**src/rtl/seq_gen_pkg.sv**
```systemverilog
// Shared definitions for seq_gen: mode encodings, LFSR tap table, Gray helpers.
package seq_gen_pkg;

  localparam logic [1:0] MODE_UP   = 2'b00;
  localparam logic [1:0] MODE_DN   = 2'b01;
  localparam logic [1:0] MODE_GRAY = 2'b10;
  localparam logic [1:0] MODE_LFSR = 2'b11;

  // Maximal-length Fibonacci taps; bit n-1 set for tap n, feedback into LSB.
  function automatic logic [15:0] lfsr_taps(input int w);
    case (w)
      4:       return 16'h000C;
      5:       return 16'h0014;
      6:       return 16'h0030;
      7:       return 16'h0060;
      8:       return 16'h00B8;
      9:       return 16'h0110;
      10:      return 16'h0240;
      11:      return 16'h0500;
      12:      return 16'h0829;
      13:      return 16'h100D;
      14:      return 16'h2015;
      15:      return 16'h6000;
      16:      return 16'hD008;
      default: return 16'h000C;
    endcase
  endfunction

  function automatic logic [15:0] bin2gray(input logic [15:0] b);
    return b ^ (b >> 1);
  endfunction

  function automatic logic [15:0] gray2bin(input logic [15:0] g);
    logic [15:0] b;
    b[15] = g[15];
    for (int i = 14; i >= 0; i--) b[i] = b[i+1] ^ g[i];
    return b;
  endfunction

endpackage

```
**src/rtl/seq_gen_next.sv**
```systemverilog
// Combinational next-value of the sequence for the current y and step mode.
module seq_gen_next
  import seq_gen_pkg::*;
#(
  parameter int WIDTH = 4
) (
  input  logic [WIDTH-1:0] y,
  input  logic [1:0]       mode,
  output logic [WIDTH-1:0] nxt
);

  localparam logic [WIDTH-1:0] TAPS = WIDTH'(lfsr_taps(WIDTH));

  logic [WIDTH-1:0] gbin;

  always_comb begin
    // Gray: decode, bump in binary, re-encode; upper pad bits are always zero.
    gbin = WIDTH'(gray2bin(16'(y))) + WIDTH'(1);
    nxt  = y;
    case (mode)
      MODE_UP:   nxt = y + WIDTH'(1);
      MODE_DN:   nxt = y - WIDTH'(1);
      MODE_GRAY: nxt = WIDTH'(bin2gray(16'(gbin)));
      MODE_LFSR: nxt = {y[WIDTH-2:0], ^(y & TAPS)};
      default:   nxt = y;
    endcase
  end

endmodule

```
**src/rtl/seq_gen.sv**
```systemverilog
// Programmable sequence generator (binary up/down, Gray, LFSR) with terminal-value wrap.
// Define SEQ_GEN_LOCKUP_GUARD_EN to recover the LFSR from the all-zero state.
module seq_gen
  import seq_gen_pkg::*;
#(
  parameter int               WIDTH     = 4,
  parameter logic [WIDTH-1:0] RESET_VAL = {1'b1, {(WIDTH-1){1'b0}}}
) (
  input  logic             clk,
  input  logic             rst_n,
  input  logic             load,
  input  logic             en,
  input  logic [1:0]       mode,
  input  logic [WIDTH-1:0] ip,
  input  logic             wrap_en,
  input  logic [WIDTH-1:0] wrap_val,
  output logic [WIDTH-1:0] y,
  output logic             wrap,
  output logic             lockup
);

`ifdef SEQ_GEN_LOCKUP_GUARD_EN
  localparam bit GUARD = 1'b1;
`else
  localparam bit GUARD = 1'b0;
`endif

  logic [WIDTH-1:0] start, nxt;
  logic             lock_q, hit, stuck;

  seq_gen_next #(.WIDTH(WIDTH)) u_next (
    .y    (y),
    .mode (mode),
    .nxt  (nxt)
  );

  assign hit   = wrap_en && (y == wrap_val);
  assign stuck = GUARD && (mode == MODE_LFSR) && (y == '0);

  always_ff @(posedge clk or negedge rst_n) begin
    if (!rst_n) begin
      y      <= RESET_VAL;
      start  <= RESET_VAL;
      wrap   <= 1'b0;
      lock_q <= 1'b0;
    end else if (load) begin
      y      <= ip;
      start  <= ip;
      wrap   <= 1'b0;
      lock_q <= 1'b0;
    end else if (en) begin
      wrap <= hit;
      // A stuck LFSR is forced out of zero whether it steps or reloads.
      if (stuck) begin
        y      <= {{(WIDTH-1){1'b0}}, 1'b1};
        lock_q <= 1'b1;
      end else if (hit) begin
        y <= start;
      end else begin
        y <= nxt;
      end
    end else begin
      wrap <= 1'b0;
    end
  end

  assign lockup = GUARD ? lock_q : 1'b0;

endmodule

```
**config.mk**
```make
export PLATFORM = sky130hd
export DESIGN_NAME = seq_gen
export DESIGN_NICKNAME = d
export VERILOG_FILES = /design/src/rtl/seq_gen_pkg.sv /design/src/rtl/seq_gen_next.sv /design/src/rtl/seq_gen.sv
export SDC_FILE = /design/constraint.sdc
export NUM_CORES = 1
export LEC_CHECK = 0
export ABC_AREA = 1
export BUFFER_PORTS_ARGS = -buffer_cell sky130_fd_sc_hd__buf_4
export CAP_MARGIN = 20
export CORE_MARGIN = 2
export CORE_UTILIZATION = 45
export DETAILED_ROUTE_END_ITERATION = 6
export GPL_TIMING_DRIVEN = 0
export PLACE_DENSITY = 0.68
export SLEW_MARGIN = 15
export SYNTH_ARGS = -nofsm -noshare
export SYNTH_HDL_FRONTEND = slang
export SYNTH_SLANG_ARGS = --single-unit
```
**constraint.sdc**
```tcl
create_clock -name clk -period 5.2 [get_ports clk]
set_input_delay 0.52 -clock clk [delete_from_list [all_inputs] [get_ports clk]]
set_output_delay 0.52 -clock clk [all_outputs]
set_load 0.05 [all_outputs]
```
### After elaboration in Yosys (flattened, before gate mapping)

Index checks and enable logic that the tools add are counted.
Widths: inputs -> output; s select.

* bits of input ports: 15
* logic and storage cells: 24
* flip-flop bits (word level): 9
* output and inout port bits: 6

* equality and inequality tests: 4
* add/sub/neg operators: 3
* multiplexer cells: 6
* reductions and logical operators: 4
* bitwise gates (word level): 4

Operators by type and width (count)
* $pmux 4 s4: 1
* $mux 4: 3
* $add 4x1->4 const B: 2
* $eq 2x2->1 const B: 2
* $eq 4x4->1: 1
* $reduce_xor 4->1: 1
* $sub 4x1->4 const B: 1
* $xor 4x3->4: 1
* $xor 1x1->1: 3
* $eq 2x1->1 const B: 1
* $logic_not 2->1: 1
* $mux 1: 2
* $reduce_bool 2->1: 1
* $logic_and 1x1->1: 1

### Longest topological paths before layout

Gate-level depths: netlist of the first run.

* word-level depth: 9
* mapped depth: 15

### Cells and area by module

From an unflattened synthesis of the first run, not the netlist that was laid out.

* cell total of the unflattened synthesis: 127
* area, all modules: 838.3 sq um

By module, submodules not included
* seq_gen: cells an instance 69, area each 540.5 sq um, times used 1
* seq_gen_next: cells an instance 58, area each 297.8 sq um, times used 1

### Worst setup path after synthesis of the first run

Ideal clock, no wire load.

* path kind: register -> register
* start point: register y[3]
* end point: register y[2]
* required time: 5078 ps
* cell stages (with the launch flop): 15
* data arrival time: 1840 ps
* library setup time: 122 ps
* path slack: 3238 ps
* buffers on the path: 0
* cell sequence: dfstp_2 nand2_1 nand2_1 inv_1 ha_1 inv_1 nand2_1 nand2_1 nand3_1 nand2_1 nand2_1 nand3_1 nand2_1 nand2_1 nand2_1

* longest elaborated chain between the ends: 9
* elaborated cells on any way between the ends: 11

RTL lines
* from (decl): RTL line seq_gen.sv:17 `output logic [WIDTH-1:0] y,`
* from (signal assigned): RTL line seq_gen.sv:47 `y <= ip;`
* from (signal assigned): RTL line seq_gen.sv:55 `y <= {{(WIDTH-1){1'b0}}, 1'b1};`
* from (signal assigned): RTL line seq_gen.sv:58 `y <= start;`
* $xor 1x1->1 (3 in series): RTL line seq_gen_pkg.sv:36 `for (int i = 14; i >= 0; i--) b[i] = b[i+1] ^ g[i];`
* $add 4x1->4: RTL line seq_gen_next.sv:18 `gbin = WIDTH'(gray2bin(16'(y))) + WIDTH'(1);`
* $xor 4x3->4: RTL line seq_gen_pkg.sv:30 `return b ^ (b >> 1);`
* $pmux 4 s4: RTL line seq_gen_next.sv:20 `case (mode)`
* $mux 4 (*): RTL line seq_gen.sv:57 `end else if (hit) begin`
* $mux 4 (*): RTL line seq_gen.sv:51 `end else if (en) begin`
* $mux 4 (*): RTL line seq_gen.sv:46 `end else if (load) begin`

Mark *: on every way between the ends. The rest lies on a longest branch, timed or not. The select of a mux whose other input is x is not followed.
A chain may end at the register's enable or synchronous reset.

### Worst setup path in the final report of the first run

Same ends and word-level chain as after synthesis.

==> results of run 1 <==
-- cell usage after synthesis (all sizes together) --
master,count,share of area [%]
nor2,14,7.8
xnor2,2,2.2
nand2,38,18
a21oi,2,1.2
clkbuf,2,1.1
o21ai,7,5.3
buf,1,0.93
nand4,2,1.6
o22ai,1,0.78
ha,3,4.7
dfrtp,7,22
fa,1,2.5
dfstp,2,6.5
nand3,13,9.6
a31oi,1,0.78
a21boi,3,2.8
xor2,2,2.2
inv,20,9.3
conb,1,0.47
nor3,1,0.62
-- how the worst min path moves through the flow --
stage	from	to	slack (ns)	cells after the start
after floorplan	rst_n	start[0]	0.22	0
after global placement	rst_n	wrap	0.35	1
after detailed placement	rst_n	wrap	0.35	1
after CTS	rst_n	wrap	0.07	1
after global routing	rst_n	y[1]	0.07	1
final	rst_n	wrap	0.06	1
-- layout make-up --
type,count,area [sq um]
timing repair buffer,17,128
inverter,20,75.1
tap,25,31.3
buffer,3,16.3
fill,165,717
sequential,9,228
clock buffer,4,26.3
multi-input combinational,91,487
-- cells in the final DEF, fill, tap and decap left out, drive strengths merged --
master / count
nand3: 13
a21oi: 2
ha: 3
a21boi: 3
a31oi: 1
xnor2: 2
clkbuf: 6
xor2: 2
dfstp: 2
nand2: 38
buf: 18
dfrtp: 7
o22ai: 1
fa: 1
nor3: 1
nand4: 2
conb: 1
inv: 20
o21ai: 7
nor2: 14
-- kinds of logic after synthesis --
kind of cell	count (synthesis)
DFF	9
and+or+nand+nor	68
other	1
buffers and inverters	23
AOI/OAI and AO/OA	14
xor gates and xnor gates	4
adders and majority gates	4
-- power groups by stage --
stage	clock (uW)	combinational [uW]	sequential [uW]
floorplan	0	73.4	104
global placement	0	115	92.0
detailed placement	0	118	91.9
CTS	56.6	118	90.7
global route	58.2	132	92.3
finish	56.6	118	90.4
-- sequential cells by signal, summed over array words and instances, names as in the netlist --
register / cells
start: 4
y: 4
wrap: 1
-- stage by stage --
step | std cells | total power [uW]
3_5_place_dp | 165 | 210
3_3_place_gp | 165 | 207
4_1_cts | 169 | 266
2_1_floorplan | 123 | 177
5_1_grt | 169 | 283
6_report | 169 | 265
-- per-layer routing --
metal	routed length (microns)	share of wire, %	vias to the layer above
met5	0	0	-
met4	31	1.8	0
met3	74	4.3	5
met2	792	46	20
met1	831	48	365
li1	-	-	429
==> parameters.txt, run 1 <==
Parameter                              Value

Worst setup path
  Critical Path End ... y[2]
  Reg2reg start ... y[3]
  Series of cell instances along the critical path ... inv_2 > nand2_1 > nand2_1 > inv_1 > ha_1 > inv_1 > nand2_1 > nand2_1 > nand3_1 > nand2_1 > nand2_1 > nand3_1 > nand2_1 > nand2_1 > nand2_1
  Worst path bufs/invs ... 3
  Delay of the slowest cell on the worst path ... 0.62 ns
  Reg2reg end ... y[2]
  Startpoint type of the worst setup path ... register
  Type of the worst setup path ... reg -> reg
  CP dominant cell by count ... sky130_fd_sc_hd__nand2_1
  Worst reg-to-reg setup slack ... 3.25 ns
  Crit-path max FO ... 7
  Delay-heaviest family, CP ... simple AND/OR/NAND/NOR gates
  Startpoint of the most critical setup path ... y[3]
  Slowest-stage cell, CP ... sky130_fd_sc_hd__dfstp_2
  Worst reg-to-reg path cell count ... 15
  Crit path required time ... 5.36 ns
  Number of cells on the critical path ... 15
  Arrival time at the worst endpoint ... 2.11 ns
  Capturing element type of the critical path ... register

Placed design
  Number of input and output port buffers inserted ... 17
  Weighted congestion at the end of routability-driven global placement ... 0.852
  Hpwl dp ... around 1.3 mm
  DP Area ... a little under 0.001 sq mm
  Setup slack after placement ... 3.12 ns

Synth
  Complex-gate fraction of the synthesized area ... between 10 and 15%
  Syn Nets ... roughly 140
  Share of the synthesized netlist area taken by xor and xnor gates ... 4.35%
  Post-synthesis cell type count ... 27
  Dominant combinational cell family by area after synthesis ... simple AND/OR/NAND/NOR gates
  Portion of netlist area occupied by mux cells ... 0%
  Adder-cell area share of the yosys netlist ... under 10%
  Synth Register Bits ... 9
  Total of warnings raised by yosys ... 0
  Sequential-to-total area share from yosys stat ... 28.3%
  Cell area after synthesis ... 806 sq um
  Post-synthesis average cell area ... about 6.6 sq um
  Simple-gate area share of the yosys netlist ... about 38%
  Gate count of the mapped netlist ... ~120

Global routing
  Met3 Resource Use GR ... 3.53%
  Total congestion overflow ... 0
  Met1 global-route usage ... 26.6%
  GRT Overall Usage ... 19.2%
  Maximum number of pins on one net before global-route repair ... 11
  Number of global-route vias before repair ... between 600 and 700
  First-pass GRT wire length ... ~2.9 mm
  Most heavily used metal layer in global routing ... met2
  Antenna violations before repair ... 0
  Met2 demand-to-capacity share in global routing ... approximately 30%

Timing
  Min Tclk post-route ... between 1.5 and 2 ns
  Number of hold violations in the final report ... 0
  Final setup margin ... roughly 3.2 ns
  Post-route clock skew ... 0.00254 ns
  Final Max Slew Viols ... 0
  Post-Route Setup TNS ... 0 ns
  Unrepaired setup endpoints after global routing ... no
  Final setup violation count ... 0
  Hold slack ... 0.0589 ns
  F_max ... 513 MHz
  Ratio of final minimum period to clock period ... 37.5%

Clock tree
  Clock transition at path regs ... 0.06 ns
  Post-cts resize count ... 0
  Clock buffer depth ... 2
  Quantity of hold-fixing buffers added after cts ... 0
  Number of buffers created by CTS ... 3
  Post-CTS setup buffers ... 0
  Buffer type at the clock tree root ... sky130_fd_sc_hd__clkbuf_4
  Num Clock Sinks ... 9
  Clock latency reported for the late side of the worst-skew pair ... approximately 0.27 ns
  H-Tree Depth ... 1
  TritonCTS clock tree ... yes

Run status
  Outcome ... completed

Finish
  Final standard cell utilization of the core ... between 50% and 60%
  Share of cells above drive strength 1 ... between 20% and 30%
  Fin nets ... 164
  Area overhead of the layout relative to synthesis ... 23.0%
  Final Cell Area ... 991 sq um
  N_diodes ... 0

Pwr
  Sequential group share of total power ... 34.1%
  Power density of the placed cells ... around 270 mW/mm^2
  Fraction of power consumed by the clock network ... 21.3%
  Static leakage ... 0.000545 uW
  Proportion of total power due to net switching ... 42.6%
  Power share of the combinational group ... 44.6%
  Internal cell power ... between 150 and 200 uW
  Switching power summed over all nets ... 113 uW
  Maximum vdd ir drop ... between 0.1 and 0.15 mV

Floorplanning
  Vert. Die Dim ... 46.3 microns
  Die W ... 46.3 microns
  Area of the placeable core ... 0.00171 sq mm
  Ports ... 21
  Num rows ... 15
  Floorplan die area ... 0.00215 sq mm
  Initial standard-cell utilization of the core ... 47.2%

Detailed routing
  Total iterations of the first detailed-routing run ... 5
  Number of design-rule violations left by the first detailed-router iteration ... 17
  Remaining routing DRC violations ... 0
  Total via count in the routed design ... 819
  Total Routed Length ... 1.73 mm
  Number of vias per cell ... 4.85
  Routed len/inst ... 10.2 microns
  Post-DRT Antenna Nets ... 0

Job
  Number of max-capacitance violations reported ... 0

Worst hold path
  Class of the worst hold path ... in -> async
Note: power is estimated with default switching activity, not from simulation.
==> inputs of run 2 (changes only) <==
--- a/config.mk
+++ b/config.mk
@@ -12,7 +12,7 @@
 export CORE_UTILIZATION = 45
 export DETAILED_ROUTE_END_ITERATION = 6
 export GPL_TIMING_DRIVEN = 0
-export PLACE_DENSITY = 0.68
+export PLACE_DENSITY = 0.7
 export SLEW_MARGIN = 15
 export SYNTH_ARGS = -nofsm -noshare
 export SYNTH_HDL_FRONTEND = slang
==> constraint.sdc (replaced) <==
create_clock -name clk -period 1.7 [get_ports clk]
set_input_delay 0.17 -clock clk [delete_from_list [all_inputs] [get_ports clk]]
set_output_delay 0.17 -clock clk [all_outputs]
set_load 0.05 [all_outputs]
==> parameters.txt, run 2 (synthesis results as in run 1) <==
Parameter                              Value

Run status
  Outcome ... finished with violations
  Violations in the final reports ... setup timing

Timing
  Final Max Slew Viols ... 0 (unchanged)
  F_max ... 556 MHz (+8.5%)
  Post-route clock skew ... 0.00646 ns (+0.00392 ns)
  Min Tclk post-route ... 1.80 ns (-0.152 ns)
  Number of hold violations in the final report ... 0 (unchanged)
  Ratio of final minimum period to clock period ... 106% (+68 points)
  Final setup violation count ... 3 (+3)
  Hold slack ... 0.131 ns (+0.0721 ns)
  Final setup margin ... -0.0981 ns (-3.35 ns)
  Unrepaired setup endpoints after global routing ... yes

Placed design
  Setup slack after placement ... -0.148 ns (-3.27 ns)
  Number of input and output port buffers inserted ... 17 (unchanged)
  Weighted congestion at the end of routability-driven global placement ... 0.803 (-5.7%)
  Hpwl dp ... 1.46 mm (+9.8%)

Worst setup path
  Crit-path max FO ... 4 (-3)
  Startpoint type of the worst setup path ... register
  Type of the worst setup path ... reg -> reg
  Capturing element type of the critical path ... register
  Arrival time at the worst endpoint ... 2.00 ns (-0.11 ns)
  Crit path required time ... 1.90 ns (-3.46 ns)

Detailed routing
  Total Routed Length ... 1.94 mm (+12%)
  Total iterations of the first detailed-routing run ... 4 (-1)
  Number of design-rule violations left by the first detailed-router iteration ... 14 (-3)
  Remaining routing DRC violations ... 0 (unchanged)
  Total via count in the routed design ... 874 (+6.7%)
  Routed len/inst ... 11.0 microns (+7.2%)
  Post-DRT Antenna Nets ... 0 (unchanged)
  Number of vias per cell ... 4.94 (+1.9%)

Floorplanning
  Num rows ... 15 (unchanged)
  Area of the placeable core ... 0.00171 sq mm (unchanged)
  Initial standard-cell utilization of the core ... 47.2% (unchanged)
  Die W ... 46.3 microns (unchanged)
  Vert. Die Dim ... 46.3 microns (unchanged)
  Floorplan die area ... 0.00215 sq mm (unchanged)
  Ports ... 21 (unchanged)

Clock tree
  H-Tree Depth ... 1 (unchanged)
  TritonCTS clock tree ... yes
  Clock latency reported for the late side of the worst-skew pair ... 0.26 ns (about the same)
  Clock buffer depth ... 2 (unchanged)
  Buffer type at the clock tree root ... sky130_fd_sc_hd__clkbuf_4
  Num Clock Sinks ... 9 (unchanged)
  Clock transition at path regs ... 0.07 ns (about the same)
  Number of buffers created by CTS ... 3 (unchanged)

Finish
  Share of cells above drive strength 1 ... 35.5% (+13 points)
  Top Registers ... start (4), y (4), wrap (1)
  Fin nets ... 172 (+4.9%)
  Top library cells by usage in the layout, fill and taps aside ... sky130_fd_sc_hd__nand2_1, sky130_fd_sc_hd__buf_4, sky130_fd_sc_hd__inv_1
  Area overhead of the layout relative to synthesis ... 38.7%
  N_diodes ... 0 (unchanged)
  Leading cell type in the layout, fill and taps excluded ... sky130_fd_sc_hd__nand2_1

Pwr
  Sum of internal, switching and leakage power ... 924 uW (+250%)
  Static leakage ... 0.000590 uW (+8.2%)
  Maximum vdd ir drop ... 0.697 mV (+370%)
  Power density of the placed cells ... 827 mW/mm^2 (+210%)

Global routing
  First-pass GRT wire length ... 3.02 mm (+4.3%)
  Maximum number of pins on one net before global-route repair ... 11 (unchanged)
  Antenna violations before repair ... 0 (unchanged)
  GRT Overall Usage ... 19.8% (+0.57 points)
  Number of global-route vias before repair ... 773 (+12%)
  Total congestion overflow ... 0 (unchanged)

Worst hold path
  Class of the worst hold path ... in -> reg

Job
  Number of max-capacitance violations reported ... 0 (unchanged)
==> run 2: cell types whose count changed in the layout (fill, tap and decap cells not counted), moves of 3 or more <==
cell                      before  now
sky130_fd_sc_hd__dfrtp_1       7    4
sky130_fd_sc_hd__inv_4         0    3
sky130_fd_sc_hd__nand3_1      12    9
sky130_fd_sc_hd__buf_4        18   25
sky130_fd_sc_hd__nand2_1      37   33
sky130_fd_sc_hd__dfrtp_2       0    3
sky130_fd_sc_hd__nand3_2       0    3
sky130_fd_sc_hd__nand2_2       1    4
sky130_fd_sc_hd__inv_1        18   15
==> run 2: worst max-delay path, cell delays in order, from the launching register on <==
cell and delay, ns:
sky130_fd_sc_hd__dfstp_4 0.65, sky130_fd_sc_hd__inv_4 0.04, sky130_fd_sc_hd__nand2_4 0.05, sky130_fd_sc_hd__nand2_2 0.05, sky130_fd_sc_hd__inv_2 0.07, sky130_fd_sc_hd__ha_4 0.21, sky130_fd_sc_hd__inv_4 0.06, sky130_fd_sc_hd__nand2_1 0.05
sky130_fd_sc_hd__nand3_2 0.07, sky130_fd_sc_hd__nand2_2 0.07, sky130_fd_sc_hd__buf_4 0.13, sky130_fd_sc_hd__nand3_1 0.08, sky130_fd_sc_hd__nand4_1 0.08, sky130_fd_sc_hd__nand2_1 0.07, sky130_fd_sc_hd__nand2_1 0.04
==> run 2: metrics by stage <==
step                setup TNS [ns]  utilization, %  area, sq um  instances
floorplan                   -0.128               -          841        123
global placement            -0.156            58.5         1000        165
detailed placement          -0.214            58.5         1000        165
CTS                         -0.105            63.5         1080        175
global route                -0.595            65.4         1120        177
finish                      -0.283            65.4         1120        177
==> run 2: cell type report <==
class	instances	area (sq um)
Buffer	3	16.3
Clock buffer	3	22.5
Clock inverter	1	5.00
Fill cell	164	591
Inverter	20	82.6
Multi-Input combinational cell	91	534
Sequential cell	9	235
Tap cell	25	31.3
Timing Repair Buffer	25	190
==> run 2: metal layers <==
| metal | vias up | wire [microns] | global-route usage, % |
|---|---|---|---|
| li1 | 446 | - | - |
| met1 | 395 | 794 | 23.9 |
| met2 | 33 | 1020 | 34.7 |
| met3 | 0 | 131 | 6.27 |
| met4 | 0 | 0 | 2.86 |
| met5 | - | 0 | 0 |
==> run 2: timing repair <==
item	CTS	global route
buffers inserted	5	2
hold buffers	1	0
endpoints found under the setup margin	3	4
endpoints found under the hold margin	9	0
pin swaps	8	7
cloned	0	0
resized for setup	3	4
==> run 2: final timing paths <==
check / startpoint / end / slack, ns / depth (start not counted)
max: y[3] / y[3] / -0.1 / 14
min: ip[3] / start[3] / 0.13 / 3
max reg2reg: y[3] / y[3] / -0.1 / 14
min reg2reg: start[3] / start[3] / 0.47 / 2
max in group asynchronous: rst_n / start[3] / 1.23 / 2
min in group asynchronous: rst_n / start[1] / 0.26 / 2
==> run 2: power breakdown <==
part / switching (uW) / leakage [uW] / internal, uW / total (uW)
logic: 273 / 0.000467 / 204 / 477
registers: 37.3 / 0.000105 / 244 / 282
clock network: 78.7 / 0.0000177 / 86.8 / 166
total: 389 / 0.000590 / 535 / 924
